==> config.mk <==
export PLATFORM = sky130hd
export DESIGN_NAME = mux_nto1_pipe
export DESIGN_NICKNAME = d
export VERILOG_FILES = /design/src/rtl/mux_nto1_pipe_pkg.sv /design/src/rtl/mux_nto1_pipe_skid_buffer_2.sv /design/src/rtl/mux_nto1_pipe.sv
export SDC_FILE = /design/constraint.sdc
export NUM_CORES = 1
export LEC_CHECK = 0
export BUFFER_PORTS_ARGS = -buffer_cell sky130_fd_sc_hd__buf_2
export CAP_MARGIN = 0
export CORE_MARGIN = 4
export CORE_UTILIZATION = 41
export DETAILED_ROUTE_END_ITERATION = 8
export PLACE_DENSITY = 0.76
export RECOVER_POWER = 100
export SYNTH_ARGS = -nofsm -noshare
export SYNTH_HDL_FRONTEND = slang
export SYNTH_SLANG_ARGS = --single-unit
==> constraint.sdc <==
create_clock -name Clk -period 2.1 [get_ports Clk]
set_clock_uncertainty 0.1 [all_clocks]
set_input_delay 0.105 -clock Clk [delete_from_list [all_inputs] [get_ports Clk]]
set_output_delay 0.105 -clock Clk [all_outputs]
set_load 0.02 [all_outputs]
==> src/rtl/mux_nto1_pipe_pkg.sv <==
`default_nettype none
// ============================================================================
// Module      : mux_nto1_pipe_pkg
// Description : Shared defaults and skid-buffer state encoding for mux_nto1_pipe.
// Revision    : 1.0 - initial release
// ============================================================================
package mux_nto1_pipe_pkg;

    localparam int unsigned c_def_width     = 32;
    localparam int unsigned c_def_num_in    = 4;
    localparam int unsigned c_def_sel_w     = 2;
    localparam logic [31:0] c_def_oor_value = 32'h0000_0000;

    typedef enum logic [1:0] {
        EMPTY = 2'd0,
        ONE   = 2'd1,
        FULL  = 2'd2
    } buf_state_t;

endpackage
`default_nettype wire

==> src/rtl/mux_nto1_pipe_skid_buffer_2.sv <==
`default_nettype none
// ============================================================================
// Module      : skid_buffer_2
// Description : Two-entry valid/ready buffer (main + skid register) with flush.
// Revision    : 1.0 - initial release
// ============================================================================
module skid_buffer_2
    import mux_nto1_pipe_pkg::*;
#(
    parameter int unsigned WIDTH = c_def_width
) (
    input  logic             Clk,
    input  logic             Reset,
    input  logic             flush,
    input  logic [WIDTH-1:0] in_data,
    input  logic             in_valid,
    output logic             in_ready,
    output logic [WIDTH-1:0] out_data,
    output logic             out_valid,
    input  logic             out_ready
);

    buf_state_t       r_state;
    buf_state_t       w_state_nxt;
    logic [WIDTH-1:0] r_main;
    logic [WIDTH-1:0] r_skid;
    logic             w_accept;
    logic             w_drain;
    logic             w_load_main_in;
    logic             w_load_main_skid;
    logic             w_load_skid;

    assign in_ready  = !Reset && (r_state != FULL);
    assign out_valid = (r_state != EMPTY);
    assign out_data  = r_main;
    assign w_accept  = in_valid && in_ready;
    assign w_drain   = out_valid && out_ready;

    always_comb begin
        w_state_nxt      = r_state;
        w_load_main_in   = 1'b0;
        w_load_main_skid = 1'b0;
        w_load_skid      = 1'b0;
        if (flush) begin
            w_state_nxt = EMPTY;
        end else begin
            case (r_state)
                EMPTY: begin
                    if (w_accept) begin
                        w_state_nxt    = ONE;
                        w_load_main_in = 1'b1;
                    end
                end
                ONE: begin
                    case ({w_accept, w_drain})
                        2'b11: w_load_main_in = 1'b1;
                        2'b10: begin
                            w_state_nxt = FULL;
                            w_load_skid = 1'b1;
                        end
                        2'b01: w_state_nxt = EMPTY;
                        default: w_state_nxt = ONE;
                    endcase
                end
                FULL: begin
                    // in_ready is low here, so only a drain can move the state
                    if (w_drain) begin
                        w_state_nxt      = ONE;
                        w_load_main_skid = 1'b1;
                    end
                end
                default: w_state_nxt = EMPTY;
            endcase
        end
    end

    always_ff @(posedge Clk) begin
        if (Reset) begin
            r_state <= EMPTY;
            r_main  <= '0;
            r_skid  <= '0;
        end else begin
            r_state <= w_state_nxt;
            if (w_load_main_in) begin
                r_main <= in_data;
            end else if (w_load_main_skid) begin
                r_main <= r_skid;
            end
            if (w_load_skid) begin
                r_skid <= in_data;
            end
        end
    end

endmodule
`default_nettype wire

==> src/rtl/mux_nto1_pipe.sv <==
`default_nettype none
// ============================================================================
// Module      : mux_nto1_pipe
// Description : Registered N-to-1 word selector with valid/ready skid buffering,
//               out-of-range select detection and flush.
//               MUXSEL_ERR_CNT_EN adds a saturating sel_err_cnt output.
// Revision    : 1.0 - initial release
// ============================================================================
module mux_nto1_pipe
    import mux_nto1_pipe_pkg::*;
#(
    parameter int unsigned      WIDTH     = c_def_width,
    parameter int unsigned      NUM_IN    = c_def_num_in,
    parameter int unsigned      SEL_W     = c_def_sel_w,
    parameter logic [WIDTH-1:0] OOR_VALUE = WIDTH'(c_def_oor_value)
) (
    input  logic                    Clk,
    input  logic                    Reset,
    input  logic [NUM_IN*WIDTH-1:0] in_data,
    input  logic [SEL_W-1:0]        sel,
    input  logic                    in_valid,
    output logic                    in_ready,
    input  logic                    flush,
    output logic [WIDTH-1:0]        out_data,
    output logic                    out_valid,
    input  logic                    out_ready,
    output logic                    sel_err,
    output logic                    sel_err_sticky
`ifdef MUXSEL_ERR_CNT_EN
    ,
    output logic [7:0]              sel_err_cnt
`endif
);

    logic [WIDTH-1:0] w_word;
    logic             w_oor;
    logic             w_accept;
    logic             r_sel_err;
    logic             r_sel_err_sticky;

    always_comb begin
        w_word = OOR_VALUE;
        for (int i = 0; i < int'(NUM_IN); i++) begin
            if (32'(sel) == 32'(i)) begin
                w_word = in_data[i*WIDTH +: WIDTH];
            end
        end
    end

    assign w_oor    = (32'(sel) >= NUM_IN);
    assign w_accept = in_valid && in_ready;

    skid_buffer_2 #(
        .WIDTH (WIDTH)
    ) u_skid (
        .Clk       (Clk),
        .Reset     (Reset),
        .flush     (flush),
        .in_data   (w_word),
        .in_valid  (in_valid),
        .in_ready  (in_ready),
        .out_data  (out_data),
        .out_valid (out_valid),
        .out_ready (out_ready)
    );

    // Error flags follow the accept, not the buffer, so a flushed word still reports
    always_ff @(posedge Clk) begin
        if (Reset) begin
            r_sel_err        <= 1'b0;
            r_sel_err_sticky <= 1'b0;
        end else begin
            r_sel_err <= w_accept && w_oor;
            if (w_accept && w_oor) begin
                r_sel_err_sticky <= 1'b1;
            end
        end
    end

    assign sel_err        = r_sel_err;
    assign sel_err_sticky = r_sel_err_sticky;

`ifdef MUXSEL_ERR_CNT_EN
    logic [7:0] r_err_cnt;

    always_ff @(posedge Clk) begin
        if (Reset) begin
            r_err_cnt <= 8'd0;
        end else if (r_sel_err && (r_err_cnt != 8'hFF)) begin
            r_err_cnt <= r_err_cnt + 8'd1;
        end
    end

    assign sel_err_cnt = r_err_cnt;
`endif

endmodule
`default_nettype wire

After elaboration in Yosys (flattened, before gate mapping)
Index checks and enable logic that the tools add are counted.
{"block": "classes", "n_reduce_logical": 10, "mux": 20, "n_eq_ne": 12}
{"op": "two-way mux 32 bit", "count": 6}
{"op": "case mux 2 bit (3 select lines)", "count": 2}
{"op": "== test 2 bit, second input constant", "count": 5}
{"op": "two-way mux 1 bit", "count": 9}
{"op": "== test 2 x 1 -> 1 bit, second input constant", "count": 3}
{"op": "zero test 2 bit", "count": 2}
{"op": "two-way mux 2 bit", "count": 2}
{"op": "!= test 2 x 1 -> 1 bit, second input constant", "count": 2}
{"op": "!= test 2 bit, second input constant", "count": 2}
{"op": "nonzero test 2 bit", "count": 2}
{"op": "logical AND 1 bit", "count": 3}
{"op": "AND reduction 3 bit", "count": 1}
{"op": "case mux 1 bit (2 select lines)", "count": 1}
{"op": "OR reduction 2 bit", "count": 1}
{"op": "zero test 1 bit", "count": 1}
{"block": "word_totals", "regBits": 66, "wordCells": 45, "output_inout_bits": 36}

Depth between registers and ports, before layout
Gate-level depths: netlist of the first run.
{"block": "depth", "depth_word": 8, "ltp_mapped": 9, "ltp_nobuf": 7}

Cells and area by module
From an unflattened synthesis of the first run, not the netlist that was laid out.
{"block": "unflattened", "cells_unflattened": 364, "hier_area_um2": 3717.3}
{"mod": "skid_buffer_2", "cells_each": 322, "area_each_um2": 2884.0, "seq_area_each_um2": 1321.3, "n_inst": 1}
{"mod": "mux_nto1_pipe", "cells_each": 42, "area_each_um2": 833.3, "seq_area_each_um2": 0.0, "n_inst": 1}

Least setup slack after synthesis of the first run
Ideal clock, no wire load.
{"block": "synth_path", "kind": "reg-to-reg", "startpoint": "register u_skid.r_state[0]", "endpoint": "register u_skid.r_main[0], in the netlist u_skid.out_data[0]", "path_buffers": 2, "required_ps": 1878, "stages_incl_launch_ff": 10, "slack_ps": -263, "arrival_ps": 2141, "cell_sequence": "dfxtp_1 buf_2 inv_1 a21oi_1 and2_1 ha_1 and2_1 a2111oi_4 buf_4 a221o_1"}
{"block": "synth_between", "elab_chain_cells": 8}
{"element": "start, declared", "line": "mux_nto1_pipe_skid_buffer_2.sv:23", "rtl": "buf_state_t r_state;"}
{"element": "start signal, assigned", "line": "mux_nto1_pipe_skid_buffer_2.sv:83", "rtl": "r_state <= w_state_nxt;"}
{"element": "!= test 2 bit (*)", "line": "mux_nto1_pipe_skid_buffer_2.sv:33", "rtl": "assign in_ready = !Reset && (r_state != FULL);"}
{"element": "logical AND 1 bit (*)", "line": "mux_nto1_pipe_skid_buffer_2.sv:33"}
{"element": "named net in_ready", "line": "mux_nto1_pipe.sv:22", "rtl": "output logic in_ready,"}
{"element": "logical AND 1 bit (*)", "line": "mux_nto1_pipe_skid_buffer_2.sv:36", "rtl": "assign w_accept = in_valid && in_ready;"}
{"element": "== test 2 bit", "line": "mux_nto1_pipe_skid_buffer_2.sv:55", "rtl": "case ({w_accept, w_drain})"}
{"element": "two-way mux 1 bit", "line": "mux_nto1_pipe_skid_buffer_2.sv:55"}
{"element": "case mux 1 bit (2 select lines) (*)", "line": "mux_nto1_pipe_skid_buffer_2.sv:47", "rtl": "case (r_state)"}
{"element": "two-way mux 1 bit (*)", "line": "mux_nto1_pipe_skid_buffer_2.sv:44", "rtl": "if (flush) begin"}
{"element": "two-way mux 32 bit or nonzero test 2 bit (tied branches)"}
{"element": "end signal, assigned", "line": "mux_nto1_pipe_skid_buffer_2.sv:85", "rtl": "r_main <= in_data;"}
{"element": "end signal, assigned", "line": "mux_nto1_pipe_skid_buffer_2.sv:87", "rtl": "r_main <= r_skid;"}
{"element": "end, declared", "line": "mux_nto1_pipe_skid_buffer_2.sv:25", "rtl": "logic [WIDTH-1:0] r_main;"}
The timed path passes the listed nets; every way through them passes the cells marked *.
A chain may end at the register's enable or synchronous reset.

Worst setup path in the final report of the first run
{"block": "layout_path", "startpoint": "register u_skid.r_state[1]", "endpoint": "register u_skid.r_main[2], in the netlist u_skid.out_data[2]"}
{"block": "layout_between", "elab_chain_cells": 8}
{"element": "!= test 2 bit", "line": "mux_nto1_pipe_skid_buffer_2.sv:33"}
{"element": "logical AND 1 bit", "line": "mux_nto1_pipe_skid_buffer_2.sv:33"}
{"element": "logical AND 1 bit", "line": "mux_nto1_pipe_skid_buffer_2.sv:36"}
{"element": "== test 2 bit", "line": "mux_nto1_pipe_skid_buffer_2.sv:55"}
{"element": "two-way mux 1 bit", "line": "mux_nto1_pipe_skid_buffer_2.sv:55"}
{"element": "case mux 1 bit (2 select lines)", "line": "mux_nto1_pipe_skid_buffer_2.sv:47"}
{"element": "two-way mux 1 bit", "line": "mux_nto1_pipe_skid_buffer_2.sv:44"}
{"element": "two-way mux 32 bit or nonzero test 2 bit (tied branches)"}
Parallel ways exist; a longest one is shown, timed or not.

==> results of run 1 <==
worst max-delay path: stages (launching register included):
cell and delay (ns):
dfxtp_1 0.36, or2_4 0.25, and2_4 0.15, ha_4 0.16, and2_4 0.14, a2111oi_4 0.38, buf_6 0.24, a221o_1 0.18
logic make-up (layout without fill, tap and decap cells):
kind of cell	Yosys count	count (layout)	share of synthesized area (%)
compound gates	70	71	20.2
fa+ha+maj	2	2	0.762
buf+inv	33	196	6.44
flops	66	66	40.2
mux	33	33	22.3
other cells	1	2	0.114
simple gates	48	49	9.98
stage by stage:
stage          worst slack (ns)  power, W  setup TNS (ns)
2_1_floorplan            0.0140   0.00166               0
3_3_place_gp            -0.0257   0.00185          -0.440
3_5_place_dp             -0.107   0.00186           -2.59
4_1_cts                  0.0124   0.00301               0
5_1_grt                  0.0225   0.00313               0
6_report                 0.0801   0.00299               0
registers in the layout, indices dropped and copies added (netlist names):
register and count:
u_skid.out_data 32, u_skid.r_skid 32, u_skid.r_state 2
worst paths after layout:
check                                                     from                               end  slack [ns]  cells after the start
worst max-delay path            u_skid.r_state[1]$_SDFFE_PP0P_   u_skid.out_data[2]$_SDFFE_PP0P_        0.08                      7
worst min-delay path                                     Reset    u_skid.r_state[1]$_SDFFE_PP0P_        0.05                      2
worst max register to register  u_skid.r_state[1]$_SDFFE_PP0P_   u_skid.out_data[2]$_SDFFE_PP0P_        0.08                      7
worst min register to register  u_skid.r_skid[12]$_SDFFE_PP0P_  u_skid.out_data[12]$_SDFFE_PP0P_        0.39                      1
per-layer routing:
layer / track usage [%] / routed length (um) / vias to the layer above
met5: 0 / 0 / -
met4: 5.64 / 58 / 0
met3: 4.95 / 698 / 4
met2: 34.8 / 4830 / 131
met1: 23.5 / 3820 / 1437
li1: - / - / 1372
cells in the mapped netlist (2+ instances only):
master,n
a31oi_1,2
a22o_1,32
buf_12,3
nor3b_1,2
nor4b_2,2
dfxtp_1,66
and2_1,3
inv_1,2
mux4_2,32
buf_1,3
and3_1,33
buf_4,5
nand2b_1,2
ha_1,2
a221o_1,32
buf_2,10
clkbuf_1,9
nor2_1,2
what timing repair did:
item                                    in CTS  in global routing
endpoints found under the setup margin      32                 22
pin swaps                                    2                  1
gates cloned                                 2                  0
resized for setup                            1                  3
power by group:
| part | switching (W) | leakage, nW | internal, W |
|---|---|---|---|
| clock network | 0.000485 | 0.105 | 0.000666 |
| logic | 0.000252 | 1.33 | 0.000268 |
| registers | 0.0000231 | 0.536 | 0.00129 |
| total | 0.000760 | 1.97 | 0.00223 |
final cells by class:
cell class / instances / area [sq um]
flip-flops and latches: 66 / 1320
fillers: 687 / 3330
clock buffers: 9 / 124
multi-input cells: 157 / 1850
clock inverters: 7 / 93.8
inverters: 2 / 7.51
repair buffers: 178 / 906
well taps: 102 / 128
==> metrics.cfg, run 1 <==
[status]
status=finished clean

[floorplanning]
die_area_sq_um=9500
dieHeight_um=97.5
initial_core_util_pct=42.3
row_count=32
die_w_um=97.5
core-area_sq_um=7770
num_io_pins=171

[cts]
tritoncts=yes
cts_hold_buffers=0
clkLatencyLatePin_ns=0.33
clockRootBuffer=clkbuf_8
clockBufferDepth=2
cts_setup_buffers=0
cts.clk_slew.worst_paths_ns=0.07
cts_num_sinks=66
cts_made_buffers=9
htreeDepth=3

[grt]
grt_overflow=0
grt_pass1_wl_um=15400
grt_max_degree=33
track_usage_pct=19.7
grt_pass1_vias=3180
antenna_found_initial=0

[synth]
avgSynthCellArea_sq_um=13.0
syn_inst=253
yosys_warnings=0
synth_area_leader_cell=dfxtp_1
ys_seq_elements=66
ys_async_sr_fraction_pct=0
synth_edf_count=0
ys_top_cells_by_area=dfxtp_1 40%, mux4_2 22%, a221o_1 9.8%, a22o_1 8.5%, and3_1 6.3%
synth_flop_cell=dfxtp_1
syn_area_sq_um=3280
synth_cell_types=29
ys_seq_area_share_pct=40.2
synth_top_area_share_pct=40.2

[detailed_routing]
wl_um=9400
ant_nets=0
dr_total_vias=2944
wire_per_inst_um=18.0
drc=0
dr.first_iter.drc_count=98
dr.pass1.iters=4
viasPerCell=5.65

[power]
p_per_area_nw_per_um2=673
peakVddDrop_mv=0.294
p_leak_nw=1.97

[final_layout]
stdcell_area_sq_um=4430
drive_gt1_share_pct=49.6
layout_commonest_cell=buf_2
layout.cells.non_filler=521
final_cell_mix=134 x buf_2, 65 x dfxtp_1, 34 x clkbuf_1
nNetsFinal=551
post-route-util_pct=57.1
area_growth_pct=35.1
antenna_cells=0

[critical_path]
crit_type=reg2reg
worstPathArrival_ns=2.19
cp_max_fo=18
start_kind=flip-flop
endpoint_kind=flip-flop
required_ns=2.27

[timing]
hold_viol_final=0
rsz0062_at_grt=false
fmax_mhz=495
maxSlewViolCount=0
holdWs_ns=0.0545
maxSlewHeadroom_pct=32.8
setup_violations=0
worstMarginPinSlew_ns=1.00
period_minus_slack_ns=2.02
period_share_pct=96.2

[place]
dpl.hpwl_um=6530
port_buffers=168
dp_cells=503
gp_congestion=0.811
placed_area_sq_um=4220

[job]
maxCapViolCount=0

[min_path]
hp-class=in2reg

Power figures use the tool's default switching activity.
==> run 2: changes to the inputs <==
ABC_AREA = 1   (was default)
CORE_UTILIZATION = 44   (was 41)
==> metrics.cfg, run 2 <==
[critical_path]
required_ns=2.25  ; was 2.27 ns
cp_max_fo=28  ; was 18
worstPathArrival_ns=2.13  ; was 2.19 ns
crit_type=reg2reg  ; unchanged
start_kind=flip-flop  ; unchanged
endpoint_kind=flip-flop  ; unchanged

[final_layout]
n_fill_cell=868  ; was 687
layout.cells.non_filler=871  ; was 521
drive_gt1_share_pct=26.6  ; was 49.6%
nNetsFinal=895  ; was 551
final_cell_mix=181 x nand3_1, 135 x buf_2, 99 x nand2_1  ; was 134 x buf_2, 65 x dfxtp_1, 34 x clkbuf_1
area_growth_pct=27.8  ; was 35.1%
layout_commonest_cell=nand3_1  ; was buf_2
antenna_cells=0  ; unchanged
stdcell_area_sq_um=5190  ; was 4430 sq um

[synth]
avgSynthCellArea_sq_um=6.72  ; was 13.0 sq um
syn_area_sq_um=4060  ; was 3280 sq um
ys_seq_area_share_pct=32.6  ; was 40.2%
ys_seq_elements=66  ; unchanged
ys_async_sr_fraction_pct=0  ; unchanged
synth_cell_types=24  ; was 29
synth_common_cells=172 x nand3_1, 99 x nand2_1, 73 x inv_1  ; was 66 x dfxtp_1, 33 x and3_1, 32 x a221o_1, 32 x a22o_1, 32 x mux4_2
synth_edf_count=0  ; unchanged
synth_top_area_share_pct=32.6  ; was 40.2%
yosys_warnings=0  ; unchanged
ys_top_cells_by_area=dfxtp_1 33%, nand3_1 21%, nand2_1 9.2%, inv_1 6.8%, nand3_2 5.7%  ; was dfxtp_1 40%, mux4_2 22%, a221o_1 9.8%, a22o_1 8.5%, and3_1 6.3%
synth.most_common_cell=nand3_1  ; was dfxtp_1
synth_area_leader_cell=dfxtp_1  ; unchanged
synth_flop_cell=dfxtp_1  ; unchanged
syn_inst=604  ; was 253

[grt]
grt_pass1_vias=4373  ; was 3,180
grt_max_degree=66  ; was 33
grt_pass1_wl_um=20700  ; was 15,400 um
grt_overflow=0  ; unchanged
track_usage_pct=23.1  ; was 19.7%
antenna_found_initial=0  ; unchanged

[detailed_routing]
drc=0  ; unchanged
dr.pass1.iters=5  ; was 4
dr.first_iter.drc_count=368  ; was 98
wl_um=13500  ; was 9400 um
viasPerCell=5.45  ; was 5.65
dr_total_vias=4745  ; was 2,944
ant_nets=0  ; unchanged
wire_per_inst_um=15.5  ; was 18.0 um

[power]
totalPowerFinal_w=0.00353  ; was 0.00299 W
peakVddDrop_mv=0.435  ; was 0.294 mV
p_leak_nw=2.63  ; was 1.97 nW
p_per_area_nw_per_um2=681  ; was 673 nW/um^2

[place]
dpl.hpwl_um=9720  ; was 6530 um
port_buffers=168  ; unchanged
dp_cells=847  ; was 503
placed_area_sq_um=4870  ; was 4220 sq um
gp_congestion=0.855  ; was 0.811

[floorplanning]
dieHeight_um=104  ; was 97.5 um
die_area_sq_um=10800  ; was 9500 sq um
row_count=34  ; was 32
initial_core_util_pct=45.9  ; was 42.3%
die_w_um=104  ; was 97.5 um
core-area_sq_um=8850  ; was 7770 sq um
num_io_pins=171  ; unchanged

[min_path]
hp-class=in2reg  ; unchanged

[timing]
maxSlewHeadroom_pct=58.4  ; was 32.8%
setup_violations=0  ; unchanged
period_minus_slack_ns=1.98  ; was 2.02 ns
period_share_pct=94.1  ; was 96.2%
holdWs_ns=0.0231  ; was 0.0545 ns
fmax_mhz=506  ; was 495 MHz
worstMarginPinSlew_ns=0.623  ; was 1.00 ns
hold_viol_final=0  ; unchanged
maxSlewViolCount=0  ; unchanged

[cts]
clockBufferDepth=2  ; unchanged
tritoncts=yes  ; unchanged
cts_made_buffers=9  ; unchanged
clockRootBuffer=clkbuf_8  ; unchanged
htreeDepth=3  ; unchanged
cts_hold_buffers=0  ; unchanged
cts.clk_slew.worst_paths_ns=0.08  ; was 0.07 ns
clkLatencyLatePin_ns=0.33  ; about the same
cts_num_sinks=66  ; unchanged

[job]
maxCapViolCount=0  ; unchanged

[status]
status=finished clean  ; unchanged

[run 2: changes by cell type after synthesis, sizes merged, moves of 33 or more]
cell | before | now
o21ai | 0 | 34
nand4 | 0 | 33
inv | 2 | 76
nand3 | 0 | 195
and3 | 33 | 0
nand2 | 0 | 101
[run 2: path summary, 6_finish.rpt]
check,from,end,slack [ns],depth (start not counted)
min reg2reg,u_skid.r_skid[20]$_SDFFE_PP0P_,u_skid.r_skid[20]$_SDFFE_PP0P_,0.43,2
min,out_ready,u_skid.r_state[1]$_SDFFE_PP0P_,0.02,4
max,u_skid.r_state[0]$_SDFFE_PP0P_,u_skid.r_skid[4]$_SDFFE_PP0P_,0.12,10
max reg2reg,u_skid.r_state[0]$_SDFFE_PP0P_,u_skid.r_skid[4]$_SDFFE_PP0P_,0.12,10
[run 2: area by class of cell]
| type | instances | area, sq um | area share [%] |
|---|---|---|---|
| clock buffer | 9 | 124 | 2.39 |
| inverter | 76 | 285 | 5.50 |
| timing repair buffer | 194 | 1010 | 19.5 |
| multi-input combinational | 411 | 2120 | 40.9 |
| tap | 108 | 135 | 2.60 |
| clock inverter | 7 | 189 | 3.64 |
| sequential | 66 | 1320 | 25.5 |
[run 2: stage by stage]
stage / utilization [%] / TNS (ns) / setup slack, ns
6_report: 58.6 / 0 / 0.125
2_1_floorplan: - / 0 / 0.284
5_1_grt: 58.6 / -0.0380 / -0.0237
3_5_place_dp: 55.0 / -0.337 / -0.0361
3_3_place_gp: 55.0 / 0 / 0.0866
4_1_cts: 58.7 / 0 / 0.00682
[run 2: kinds of logic (layout without fill, tap and decap cells)]
| logic type | Yosys count | count (layout) | synth area share (%) |
|---|---|---|---|
| flip-flops | 66 | 66 | 32.6 |
| AO/OA/AOI/OAI | 67 | 67 | 8.33 |
| buffers and inverters | 129 | 286 | 15.0 |
| other | 1 | 2 | 0.0924 |
| adder cells (fa/ha/maj) | 2 | 2 | 0.617 |
| AND/OR/NAND/NOR | 339 | 340 | 43.4 |
[run 2: layer usage]
layer / vias to the layer above / global-route usage (%) / part of all wire, %
met2: 216 / 41.9 / 50
met1: 2166 / 26.2 / 39
li1: 2342 / - / -
met5: - / 0 / 0
met3: 21 / 5.77 / 8.5
met4: 0 / 7.88 / 2.0
[run 2: timing repair]
action	CTS	global route
setup endpoints to repair	17	43
pin swaps	1	2
cloned	0	1
resized for setup	1	3
setup buffers	0	7
[run 2: power breakdown]
group	total (W)	switching, W	internal (W)	leakage (nW)
clock network	0.00166	0.000512	0.00115	0.154
registers	0.00129	0.0000170	0.00128	0.534
logic	0.000572	0.000346	0.000226	1.94
[run 2: worst max-delay path: stages (launching register included)]
cell,delay [ns]
dfxtp_1,0.35
buf_4,0.16
nor2_1,0.14
nor2_1,0.08
inv_1,0.06
ha_1,0.13
nand3_1,0.14
nor2_4,0.15
buf_4,0.29
o21ai_1,0.10
a21oi_1,0.20
==> run 3: changes to the inputs <==
CORE_UTILIZATION = 25   (was 44)
PLACE_DENSITY = 0.48   (was 0.76)
clock period = 1.59 ns   (was 2.1 ns; I/O delays follow)
==> metrics.cfg, run 3 (same netlist as run 2, synthesis figures left out) <==
[status]
status=finished with violations  ; was finished clean
violations=setup timing

[min_path]
hp-class=in2reg  ; unchanged
min_from=out_ready  ; unchanged
whs_endpoint=u_skid.r_state[1]$_SDFFE_PP0P_  ; unchanged
holdPathStages=4  ; unchanged

[detailed_routing]
wl_um=15500  ; was 13,500 um
drc=0  ; unchanged
dr.pass1.iters=4  ; was 5
dr.first_iter.drc_count=311  ; was 368
ant_nets=0  ; unchanged
wire_per_inst_um=15.7  ; was 15.5 um
dr_total_vias=4676  ; was 4,745
viasPerCell=4.73  ; was 5.45

[power]
pwr-share-clk_pct=44.1  ; was 47.1%
p_leak_nw=2.82  ; was 2.63 nW
p_comb_share_pct=18.3  ; was 16.2%
p_switching_w=0.00127  ; was 0.000875 W
swShare_pct=27.9  ; was 24.8%
seqPwrFrac_pct=37.6  ; was 36.7%
peakVddDrop_mv=0.481  ; was 0.435 mV
p_per_area_nw_per_um2=792  ; was 681 nW/um^2
power.internal_w=0.00328  ; was 0.00266 W

[critical_path]
crit_type=reg2reg  ; unchanged
ff2ff_path_depth=11  ; was 10
crit_family=simple AND/OR/NAND/NOR gates  ; was buffers and inverters
r2r_end=u_skid.out_data[25]$_SDFFE_PP0P_  ; was u_skid.r_skid[4]$_SDFFE_PP0P_
slowest_delay_ns=0.34  ; was 0.35 ns
crit-reg2reg-launch=u_skid.r_state[1]$_SDFFE_PP0P_  ; was u_skid.r_state[0]$_SDFFE_PP0P_
cp_cell_sequence=inv_4 > nor2_4 > nor3_4 > ha_2 > nand3_4 > nand2_8 > clkbuf_16 > nand3_1 > nand3_2 > nand2_1 > inv_1  ; was buf_4 > nor2_1 > nor2_1 > inv_1 > ha_1 > nand3_1 > nor2_4 > buf_4 > o21ai_1 > a21oi_1
crit_buf_inv=3  ; unchanged
endpoint_kind=flip-flop  ; unchanged
regToRegSetupSlack_ns=-0.13  ; was 0.12 ns
required_ns=1.77  ; was 2.25 ns
cp_max_fo=9  ; was 28
start_kind=flip-flop  ; unchanged
slowest_stage=dfxtp_2  ; was dfxtp_1
worstPathArrival_ns=1.90  ; was 2.13 ns

[final_layout]
drive_gt1_share_pct=31.9  ; was 26.6%
layout.cells.non_filler=988  ; was 871
n_fill_cell=1758  ; was 868
final_cell_mix=150 x nand3_1, 135 x buf_2, 99 x nand2_1  ; was 181 x nand3_1, 135 x buf_2, 99 x nand2_1
nNetsFinal=904  ; was 895
antenna_cells=0  ; unchanged
layout_commonest_cell=nand3_1  ; unchanged
area_growth_pct=41.8  ; was 27.8%
stdcell_area_sq_um=5750  ; was 5190 sq um

[timing]
period_share_pct=108  ; was 94.1%
fin_tns_setup_ns=-5.51  ; was 0 ns
period_minus_slack_ns=1.72  ; was 1.98 ns
rsz0062_at_grt=true
setup_violations=64  ; was 0
hold_viol_final=0  ; unchanged
setup_ws_ns=-0.135  ; was 0.125 ns
maxSlewViolCount=0  ; unchanged
fmax_mhz=580  ; was 506 MHz

[place]
port_buffers=168  ; unchanged
placed_area_sq_um=5200  ; was 4870 sq um
dp_cells=963  ; was 847
gp_congestion=0.782  ; was 0.855
dpl.hpwl_um=10800  ; was 9720 um

[grt]
antenna_found_initial=0  ; unchanged
grt_overflow=0  ; unchanged
grt_pass1_wl_um=23100  ; was 20,700 um
grt_max_degree=66  ; unchanged
track_usage_pct=15.9  ; was 23.1%
grt_pass1_vias=4311  ; was 4,373

[floorplanning]
die_area_sq_um=18300  ; was 10,800 sq um
initial_core_util_pct=25.5  ; was 45.9%
dieHeight_um=135  ; was 104 um
core-area_sq_um=15900  ; was 8850 sq um
die_w_um=135  ; was 104 um
row_count=46  ; was 34
num_io_pins=171  ; unchanged

[cts]
tritoncts=yes  ; unchanged
cts_hold_buffers=0  ; unchanged
cts.clk_slew.worst_paths_ns=0.06  ; was 0.08 ns
htreeDepth=3  ; unchanged
clockRootBuffer=clkbuf_16  ; was clkbuf_8
cts_num_sinks=66  ; unchanged
clockBufferDepth=2  ; unchanged
clkLatencyLatePin_ns=0.32  ; was 0.33 ns
cts_made_buffers=9  ; unchanged

[job]
maxCapViolCount=0  ; unchanged

-- run 3: changes by cell type in the layout (fill, tap and decap cells not counted), sizes merged, moves of 2 or more --
cell	change
bufinv	-5
buf	+6
clkinv	+2
clkbuf	+2
nand2	+2
-- run 3: tightest hold or removal path, delay by kind of cell --
family,cells,cell delay (ns)
AO/OA/AOI/OAI,1,0.08
buffers and inverters,2,0.14
AND/OR/NAND/NOR,1,0.10
-- run 3: cell type report --
| class | instances | area [sq um] | share of cell area [%] |
|---|---|---|---|
| sequential | 66 | 1330 | 23.1 |
| inverter | 76 | 288 | 5.00 |
| timing repair buffer | 201 | 1240 | 21.6 |
| multi-input combinational | 413 | 2320 | 40.4 |
| tap | 216 | 270 | 4.70 |
| clock buffer | 10 | 239 | 4.15 |
| clock inverter | 6 | 65.1 | 1.13 |
-- run 3: worst max-delay path by stage --
| stage | from | to | depth (start not counted) |
|---|---|---|---|
| finish | u_skid.r_state[1]$_SDFFE_PP0P_ | u_skid.out_data[25]$_SDFFE_PP0P_ | 11 |
| global route | u_skid.r_state[0]$_SDFFE_PP0P_ | u_skid.r_skid[19]$_SDFFE_PP0P_ | 10 |
| CTS | u_skid.r_state[1]$_SDFFE_PP0P_ | u_skid.out_data[4]$_SDFFE_PP0P_ | 11 |
| detailed placement | u_skid.r_state[1]$_SDFFE_PP0P_ | u_skid.out_data[19]$_SDFFE_PP0P_ | 11 |
| global placement | u_skid.r_state[1]$_SDFFE_PP0P_ | u_skid.out_data[19]$_SDFFE_PP0P_ | 11 |
| floorplan | u_skid.r_state[1]$_SDFFE_PP0P_ | u_skid.out_data[10]$_SDFFE_PP0P_ | 12 |
-- run 3: timing repair --
action / CTS / global route
setup endpoints to repair: 64 / 65
buffers inserted: 0 / 2
gates resized for setup: 17 / 12
pin swaps: 6 / 1
gates cloned: 2 / 5
-- run 3: power by group through the flow --
stage | Clock (W) | Combinational (W) | Sequential (W)
2_1_floorplan | 0 | 0.000408 | 0.00178
3_3_place_gp | 0 | 0.000800 | 0.00175
3_5_place_dp | 0 | 0.000799 | 0.00175
4_1_cts | 0.00205 | 0.000825 | 0.00172
5_1_grt | 0.00213 | 0.000928 | 0.00172
6_report | 0.00201 | 0.000835 | 0.00172
-- run 3: metrics by stage --
step	utilization (%)	setup slack, ns	hold WS, ns	power, W
floorplan	-	-0.0158	0.139	0.00219
global placement	32.7	-0.146	0.348	0.00255
detailed placement	32.7	-0.176	0.346	0.00255
CTS	35.4	-0.114	0.00146	0.00459
global route	36.2	-0.235	0.0252	0.00478
finish	36.2	-0.135	0.0155	0.00456
-- run 3: routing by layer --
layer	global-route usage, %	vias to the layer above	routed length, um
met5	0	-	0
met4	4.31	0	211
met3	4.27	17	987
met2	24.6	159	7230
met1	21.8	2133	7050
li1	-	2367	-
